`src/rtl/fw_sched_pkg.sv`:
```
// Shared types and widths for the floydWarshall job scheduler.
package fw_sched_pkg;

    localparam int unsigned GRAPH_W = 64;
    localparam int unsigned JOBS_W  = 16;

    typedef enum logic [1:0] {
        IDLE,
        ISSUE,
        RUN,
        RESP
    } state_t;

    // Result record minus the run-cycle count, whose width is a top-level parameter.
    typedef struct packed {
        logic [GRAPH_W-1:0] graph;
        logic               timeout;
    } res_rec_t;

endpackage

```
`src/rtl/fw_job_fifo.sv`:
```
// DEPTH x 64-bit synchronous job FIFO; read data comes straight from the storage registers.
module fw_job_fifo
    import fw_sched_pkg::*;
#(
    parameter int unsigned DEPTH = 4
) (
    input  logic               clock,
    input  logic               reset,
    input  logic               push,
    input  logic [GRAPH_W-1:0] push_data,
    input  logic               pop,
    output logic [GRAPH_W-1:0] pop_data,
    output logic               full,
    output logic               empty
);

    localparam int unsigned AW = $clog2(DEPTH);

    // Pointers carry one extra wrap bit to tell full from empty.
    logic [AW:0]        wr_ptr;
    logic [AW:0]        rd_ptr;
    logic [GRAPH_W-1:0] mem [DEPTH];
    logic               do_push;
    logic               do_pop;

    assign full     = (wr_ptr[AW] != rd_ptr[AW]) && (wr_ptr[AW-1:0] == rd_ptr[AW-1:0]);
    assign empty    = (wr_ptr == rd_ptr);
    assign do_push  = push && !full;
    assign do_pop   = pop && !empty;
    assign pop_data = mem[rd_ptr[AW-1:0]];

    // Pointer update; push and pop in the same cycle are both honoured.
    always_ff @(posedge clock or posedge reset) begin
        if (reset) begin
            wr_ptr <= '0;
            rd_ptr <= '0;
        end else begin
            if (do_push) begin
                wr_ptr <= wr_ptr + 1'b1;
            end
            if (do_pop) begin
                rd_ptr <= rd_ptr + 1'b1;
            end
        end
    end

    // Storage write; contents need no reset since the pointers define validity.
    always_ff @(posedge clock) begin
        if (do_push) begin
            mem[wr_ptr[AW-1:0]] <= push_data;
        end
    end

endmodule

```
`src/rtl/fw_job_scheduler.sv`:
```
// Launches queued floydWarshall jobs one at a time and reports a result record per job.
module fw_job_scheduler
    import fw_sched_pkg::*;
#(
    parameter int unsigned DEPTH   = 4,
    parameter int unsigned CW      = 32,
    parameter int unsigned TIMEOUT = 0
) (
    input  logic               clock,
    input  logic               reset,
    input  logic               enable,
    input  logic               job_valid,
    output logic               job_ready,
    input  logic [GRAPH_W-1:0] job_graph,
    output logic               res_valid,
    input  logic               res_ready,
    output logic [GRAPH_W-1:0] res_graph,
    output logic [CW-1:0]      res_cycles,
    output logic               res_timeout,
    output logic               fw_start,
    input  logic               fw_busy,
    output logic [GRAPH_W-1:0] fw_graph,
    input  logic               fw_done,
    output logic               fw_stall,
    output logic               idle,
    output logic [JOBS_W-1:0]  jobs_done
);

    state_t             state;
    logic [GRAPH_W-1:0] job_q;
    logic [CW-1:0]      run_cnt;
    logic [CW-1:0]      cnt_inc;
    logic               timeout_q;
    logic               timeout_hit;
    res_rec_t           res_q;
    logic [CW-1:0]      res_cycles_q;
    logic [JOBS_W-1:0]  jobs_done_q;
    logic               fw_start_q;
    logic               fw_stall_q;
    logic               res_valid_q;
    logic               fifo_full;
    logic               fifo_empty;
    logic               pop;
    logic [GRAPH_W-1:0] fifo_data;

    fw_job_fifo #(
        .DEPTH (DEPTH)
    ) u_fifo (
        .clock     (clock),
        .reset     (reset),
        .push      (job_valid),
        .push_data (job_graph),
        .pop       (pop),
        .pop_data  (fifo_data),
        .full      (fifo_full),
        .empty     (fifo_empty)
    );

    assign pop = (state == IDLE) && enable && !fifo_empty;

    // Run-cycle count including the current RUN cycle, saturating, and the timeout match on it.
    always_comb begin
        cnt_inc     = (run_cnt == '1) ? run_cnt : run_cnt + CW'(1);
        timeout_hit = (TIMEOUT != 0) && (cnt_inc == CW'(TIMEOUT));
    end

    // Job FSM with all handshake and result outputs registered.
    always_ff @(posedge clock or posedge reset) begin
        if (reset) begin
            state        <= IDLE;
            job_q        <= '0;
            run_cnt      <= '0;
            timeout_q    <= 1'b0;
            res_q        <= '0;
            res_cycles_q <= '0;
            jobs_done_q  <= '0;
            fw_start_q   <= 1'b0;
            fw_stall_q   <= 1'b1;
            res_valid_q  <= 1'b0;
        end else begin
            unique case (state)
                IDLE: begin
                    if (pop) begin
                        job_q      <= fifo_data;
                        fw_start_q <= 1'b1;
                        state      <= ISSUE;
                    end
                end
                ISSUE: begin
                    if (!fw_busy) begin
                        fw_start_q <= 1'b0;
                        fw_stall_q <= 1'b0;
                        run_cnt    <= '0;
                        timeout_q  <= 1'b0;
                        state      <= RUN;
                    end
                end
                RUN: begin
                    run_cnt   <= cnt_inc;
                    timeout_q <= timeout_q | timeout_hit;
                    if (fw_done) begin
                        res_q.graph   <= job_q;
                        res_q.timeout <= timeout_q | timeout_hit;
                        res_cycles_q  <= cnt_inc;
                        fw_stall_q    <= 1'b1;
                        res_valid_q   <= 1'b1;
                        state         <= RESP;
                    end
                end
                RESP: begin
                    if (res_ready) begin
                        res_valid_q <= 1'b0;
                        jobs_done_q <= jobs_done_q + JOBS_W'(1);
                        state       <= IDLE;
                    end
                end
                default: state <= IDLE;
            endcase
        end
    end

    assign job_ready   = !fifo_full;
    assign res_valid   = res_valid_q;
    assign res_graph   = res_q.graph;
    assign res_cycles  = res_cycles_q;
    assign res_timeout = res_q.timeout;
    assign fw_start    = fw_start_q;
    assign fw_graph    = job_q;
    assign fw_stall    = fw_stall_q;
    assign idle        = fifo_empty && (state == IDLE);
    assign jobs_done   = jobs_done_q;

endmodule
```
`config.mk`:
```
export PLATFORM = sky130hd
export DESIGN_NAME = fw_job_scheduler
export DESIGN_NICKNAME = d
export VERILOG_FILES = /design/src/rtl/fw_sched_pkg.sv /design/src/rtl/fw_job_fifo.sv /design/src/rtl/fw_job_scheduler.sv
export SDC_FILE = /design/constraint.sdc
export NUM_CORES = 1
export LEC_CHECK = 0
export CAP_MARGIN = 0
export CORE_UTILIZATION = 59
export DETAILED_ROUTE_END_ITERATION = 8
export PLACE_DENSITY = 0.86
export SYNTH_ARGS = -nofsm -noshare
export SYNTH_HDL_FRONTEND = slang
export SYNTH_SLANG_ARGS = --single-unit
```
`constraint.sdc`:
```
create_clock -name clock -period 18.5 [get_ports clock]
set_input_delay 2.775 -clock clock [delete_from_list [all_inputs] [get_ports clock]]
set_output_delay 2.775 -clock clock [all_outputs]
set_load 0.05 [all_outputs]
```
==> impl_results.md, run 1 <==
- Resized cells post-CTS: 0
- EDFF count, synth: 256
- Ys Warns: 0
- Largest net degree at the start of global routing: 105
- Distinct cells, synth: 67
- Post-DP HPWL: 26.3 mm
- FMAX: 167 MHz
- Initial antenna violation count: 5
- Pwr Total: 4360 uW
- Final instance area: 23400 sq um
- Clk_lat worst skew: 0.57 ns
- Initial Util: 0.601
- DR DRC count: 0
- TritonCTS clock tree: done
- Core area: 31700 sq um
- DP Worst Slack: 12.91 ns
- Global route total overflow: 0
- Crit Path Class: register to output port
- Tcrit/Tclk final: 0.324
- Most frequent cells in the layout: 256 x edfxtp_1, 252 x nand2_1, 251 x clkdlybuf4s50_1, 216 x dfrtp_1, 69 x mux2_2
- Avg Cell Area, Syn: 14.8 sq um
- Met2 Resource Use GR: 0.476
- Top Usage Layer GRT: met2
- Vias in the first global route: 12250
- Max IR drop VDD: 0.159 mV
- Post-DRT Antenna Nets: 0
- Total global-route track usage: 0.279
- Outcome: finished clean
- PD cells: 186 nW/um^2
- Critical Path Source Type: register
- Clock Tree Root: clkbuf_16
- IO buf count: 251
- Fin. Hold Viols: 0
- Clock Pin Slew Worst Setup and Hold Paths: 0.06 ns
- Vias: 12010
- Post-layout min period: 5.99 ns
- Fillers: 1864
- Fraction of layout cells with a size suffix above 1: 0.158
- Htree depth: 2
- Detailed Route WL: 44.8 mm
- Count of final setup violators: 0
- Synth Instances: 1289
- Post-synthesis register bit count: 475
- Met1 Track Usage GR: 0.363
- TNS Setup: 0 ns
- Max-slew violations: 0
- Net Count, Synth: 1371
- Clock Sinks: 475
- Num CTS Buffers: 46
- Post-CTS setup buffer count: 0
- Clock tree buffer depth: 3
- WL/cell: 22.8 microns
- Met3 Use GR: 0.0572
- Skew final: 0.0228 ns
- RSZ-0062 raised after global routing: no
- First DRT Iteration DRCs: 1045
- Routability cong.: 0.853
- Worst slew margin: 0.113
- IO Pins: 253
- Leakage: 0.00884 uW
- Arr. time, crit path: 3.22 ns
- Die width: 182 microns
- Worst Setup Slack, final: 12.51 ns
- Dpl cell area: 21900 sq um
- Post-synthesis sequential area ratio: 0.691
- Area Overhead vs Synth: 22.6%
- WP data required: 15.73 ns
- DRT Pass-1 Iters: 5
- Actual slew at the worst max-slew pin: 1.33 ns
- Die height: 182 microns
- Largest fanout on the critical path: 67
- Mapped cell area: 19100 sq um
- Die area: 33000 sq um
- Crit end category: output port
- Vias per cell: 6.12
- Primary FF master, synth: edfxtp_1
- Commonest non-fill, non-tap cell in the layout: edfxtp_1
- Nets: 1605
- CTS Hold Bufs: 0
- Max Cap Viol: 0
- Hold Path Class: register to register
- FFs w/ async S/R, synth: 0.461
- First-pass GRT wire length: 70.3 mm
- Std-Cell Rows: 65
critical path, cell delays in order (launching register included):
cell and delay (ns):
dfrtp_4 1.14, xnor2_1 0.31, nand3b_1 0.31, clkdlybuf4s50_1 0.90
final cells by class:
| class | count | area (sq um) | share of cell area |
|---|---|---|---|
| sequential | 475 | 13200 | 0.563 |
| multi-input combinational | 728 | 5550 | 0.237 |
| timing repair buffer | 258 | 2560 | 0.110 |
| clock buffer | 63 | 1290 | 0.0554 |
| tap | 402 | 503 | 0.0215 |
| clock inverter | 23 | 233 | 0.00995 |
| inverter | 14 | 60.1 | 0.00257 |
| antenna | 1 | 2.50 | 0.000107 |
through the flow:
stage                util  hold slack [ns]  std cells
finish              0.737            0.469       1964
global route        0.737            0.479       1964
CTS                 0.737            0.476       1963
detailed placement  0.689            0.461       1877
global placement    0.689            0.458       1877
floorplan               -            0.462       1289
path summary, 6_finish.rpt:
kind	from	end	slack (ns)	cells past startpoint
min	jobs_done[15]	jobs_done[15]	0.47	1
min reg2reg	jobs_done[15]	jobs_done[15]	0.47	1
max in group asynchronous	reset	u_fifo.rd_ptr[0]	13.69	4
min in group asynchronous	reset	res_graph[16]	2.76	2
max	u_fifo.rd_ptr[1]	job_ready	12.51	3
max reg2reg	u_fifo.rd_ptr[1]	state[1]	15.16	6
Yosys cell counts, types with 4 or more instances:
library cell  instances  area share
edfxtp_1            256        0.40
nand2_1             253       0.050
dfrtp_1             218        0.29
mux2_2               69       0.041
mux4_2               64       0.076
nor2_1               41      0.0081
clkbuf_1             40      0.0079
a31oi_1              38       0.012
o21ai_0              28      0.0073
xnor2_1              23       0.011
nand3_1              21      0.0055
buf_2                15      0.0039
inv_1                14      0.0028
nor3_1               14      0.0037
or3_1                12      0.0039
and3_1               11      0.0036
ha_1                 11      0.0072
a21oi_1              10      0.0026
o31ai_1              10      0.0039
nand4_1               9      0.0030
or4_1                 9      0.0035
o21ai_1               8      0.0021
buf_1                 7      0.0014
and2_1                6      0.0020
nor4_2                6      0.0039
o211ai_1              6      0.0024
o311ai_0              6      0.0028
xor2_1                6      0.0028
a32oi_1               4      0.0018
buf_6                 4      0.0024
o2111ai_1             4      0.0018
or3_2                 4      0.0016
report_power, final:
part | internal (uW) | total [uW] | switching, uW | leakage, uW
Combinational | 631 | 1730 | 1100 | 0.00300
Sequential | 1450 | 1690 | 242 | 0.00510
Clock | 537 | 939 | 402 | 0.000742
kinds of logic (layout without fill, tap and decap cells):
kind of cell,count (synthesis),count (layout),synth area share
AND/OR/NAND/NOR,412,412,0.100
multiplexers,135,135,0.117
XOR/XNOR,29,29,0.0133
flip-flops,475,475,0.691
other,1,2,0.000197
buffers and inverters,86,358,0.0208
AO/OA/AOI/OAI,140,140,0.0503
adder cells (fa/ha/maj),11,11,0.00722
state kept, by name (all words and copies together) (netlist names), 3 cells and up:
name,count
res_cycles,32
u_fifo.wr_ptr,3
res_graph,64
jobs_done,16
fw_graph,64
u_fifo.rd_ptr,3
u_fifo.mem,256
run_cnt,32
layer usage:
| metal | up-vias | part of all wire |
|---|---|---|
| li1 | 5279 | - |
| met1 | 6101 | 0.39 |
| met2 | 530 | 0.51 |
| met3 | 92 | 0.072 |
| met4 | 8 | 0.026 |
| met5 | - | 0.0012 |
No activity file was read; power rests on OpenSTA's default activity.
==> inputs of run 2 (changes only) <==
Settings changed: CORE_UTILIZATION 59 to 55, PLACE_DENSITY 0.86 to 0.81.
Clock period 18.5 ns to 5.8 ns, I/O delays scaled along.
==> impl_results.md, run 2 (synthesis results as in run 1) <==
- Arr. time, crit path: 2.71 ns
- Crit-path max cell delay: 0.81 ns
- Max reg flops: 256
- Actual slew at the worst max-slew pin: 1.24 ns
- Largest net degree at the start of global routing: 122
- Worst Path Buf+Inv: 1
- Commonest non-fill, non-tap cell in the layout: edfxtp_1
- Global route total overflow: 0
- R2R Setup Slk: 2.70 ns
- Sw Pwr: 5520 uW
- Pwr Total: 14100 uW
- Area Overhead vs Synth: 23.9%
- Dpl cell area: 21900 sq um
- Post-DP HPWL: 26.4 mm
- Placed cell count: 1925
- Leakage: 0.00892 uW
- Clock Pin Slew Worst Setup and Hold Paths: 0.06 ns
- Max IR drop VDD: 0.491 mV
- First DRT Iteration DRCs: 952
- Worst Setup SP: u_fifo.rd_ptr[0]
- Core area: 33800 sq um
- Clk network pwr share: 0.230
- CTS Hold Bufs: 0
- Std-Cell Rows: 67
- Clock tree buffer depth: 3
- Final instance area: 23600 sq um
- Resized cells post-CTS: 0
- Vias: 11809
- DRT Pass-1 Iters: 5
- Clock Sinks: 475
- Worst R2R Start: run_cnt[0]
- Max-slew violations: 0
- Post-CTS setup buffer count: 0
- Clock Tree Root: clkbuf_16
- WL/cell: 21.7 microns
- Post-DRT Antenna Nets: 0
- Total global-route track usage: 0.251
- Sw Share: 0.391
- Initial Util: 0.564
- Vias in the first global route: 11841
- Tcrit/Tclk final: 0.618
- Gate power share: 0.396
- TNS Setup: 0 ns
- Fin cells: 2016
- Initial antenna violation count: 7
- End of the critical path: idle
- Worst R2R End: run_cnt[31]
- Num CTS Buffers: 47
- Hold Path Class: register to register
- Clk_lat worst skew: 0.56 ns
- PD cells: 598 nW/um^2
- Cell Int Power: 8600 uW
- Outcome: finished clean
- Max Cap Viol: 0
- Largest delay share family, worst path: buffers and inverters
- IO Pins: 253
- Critical path cell sequence: xnor2_1, nand3_1, nor2_1, clkdlybuf4s50_1
- First-pass GRT wire length: 68.5 mm
- Largest fanout on the critical path: 23
- TritonCTS clock tree: done
- FMAX: 279 MHz
- Vias per cell: 5.86
- Final hold slack: 0.476 ns
- Fraction of layout cells with a size suffix above 1: 0.160
- Fillers: 2164
- Worst slew margin: 0.174
- Most frequent cells in the layout: 256 x edfxtp_1, 252 x nand2_1, 251 x clkdlybuf4s50_1, 216 x dfrtp_1, 69 x mux2_2
- Die height: 188 microns
- Sequential power share: 0.374
- Crit Path Class: register to output port
- WP depth: 4
- Htree depth: 2
- Critical path's slowest cell: clkdlybuf4s50_1
- IO buf count: 251
- Post-layout min period: 3.58 ns
- Routability cong.: 0.895
- RSZ-0062 raised after global routing: no
- Die area: 35400 sq um
- Nets: 1608
- Critical Path Source Type: register
- Count of final setup violators: 0
- Die width: 188 microns
- Skew final: 0.0190 ns
- Fin. Hold Viols: 0
- DR DRC count: 0
- Detailed Route WL: 43.8 mm
- Crit end category: output port
- Worst r2r path cells: 6
- WP data required: 4.93 ns
-- run 2: worst min path at each step --
stage                           from                to  slack, ns  depth (start not counted)
global placement        res_graph[1]      res_graph[1]       0.46                          2
CTS                    res_graph[59]     res_graph[59]       0.48                          2
detailed placement     res_graph[34]     res_graph[34]       0.46                          2
global route           res_graph[56]     res_graph[56]       0.49                          2
finish                 res_graph[16]     res_graph[16]       0.48                          2
floorplan           u_fifo.wr_ptr[2]  u_fifo.wr_ptr[2]       0.46                          1
-- run 2: power by group through the flow --
stage	combinational [uW]	clock (uW)	sequential, uW
2_1_floorplan	2050	0	6920
3_3_place_gp	5480	0	5270
3_5_place_dp	5590	0	5320
4_1_cts	5650	3280	5300
5_1_grt	5880	3420	5390
6_report	5590	3240	5290
-- run 2: layout make-up --
type | count | area [sq um] | area share
flip-flops and latches | 475 | 13200 | 0.558
clock inverters | 30 | 410 | 0.0174
multi-input cells | 728 | 5550 | 0.235
repair buffers | 260 | 2610 | 0.110
well taps | 448 | 561 | 0.0237
diodes | 3 | 7.51 | 0.000318
clock buffers | 58 | 1260 | 0.0533
inverters | 14 | 56.3 | 0.00238
-- run 2: metrics by stage --
stage,setup slack [ns],utilization
after floorplan,2.08,-
after global placement,2.68,0.650
after global routing,2.10,0.699
after CTS,2.18,0.699
final,2.22,0.699
after detailed placement,2.64,0.650
-- run 2: worst register-to-register path: cells and delay by family (launching register included) --
| family | cells | cell delay (ns) |
|---|---|---|
| compound gates | 2 | 0.50 |
| fa+ha+maj | 1 | 0.30 |
| flops | 1 | 0.44 |
| simple gates | 3 | 1.77 |
-- run 2: per-layer routing --
metal	global-route usage	vias up	part of all wire
li1	-	5281	-
met1	0.337	6020	0.41
met2	0.419	429	0.50
met3	0.0531	73	0.072
met4	0.0638	6	0.021
met5	0	-	0.00094
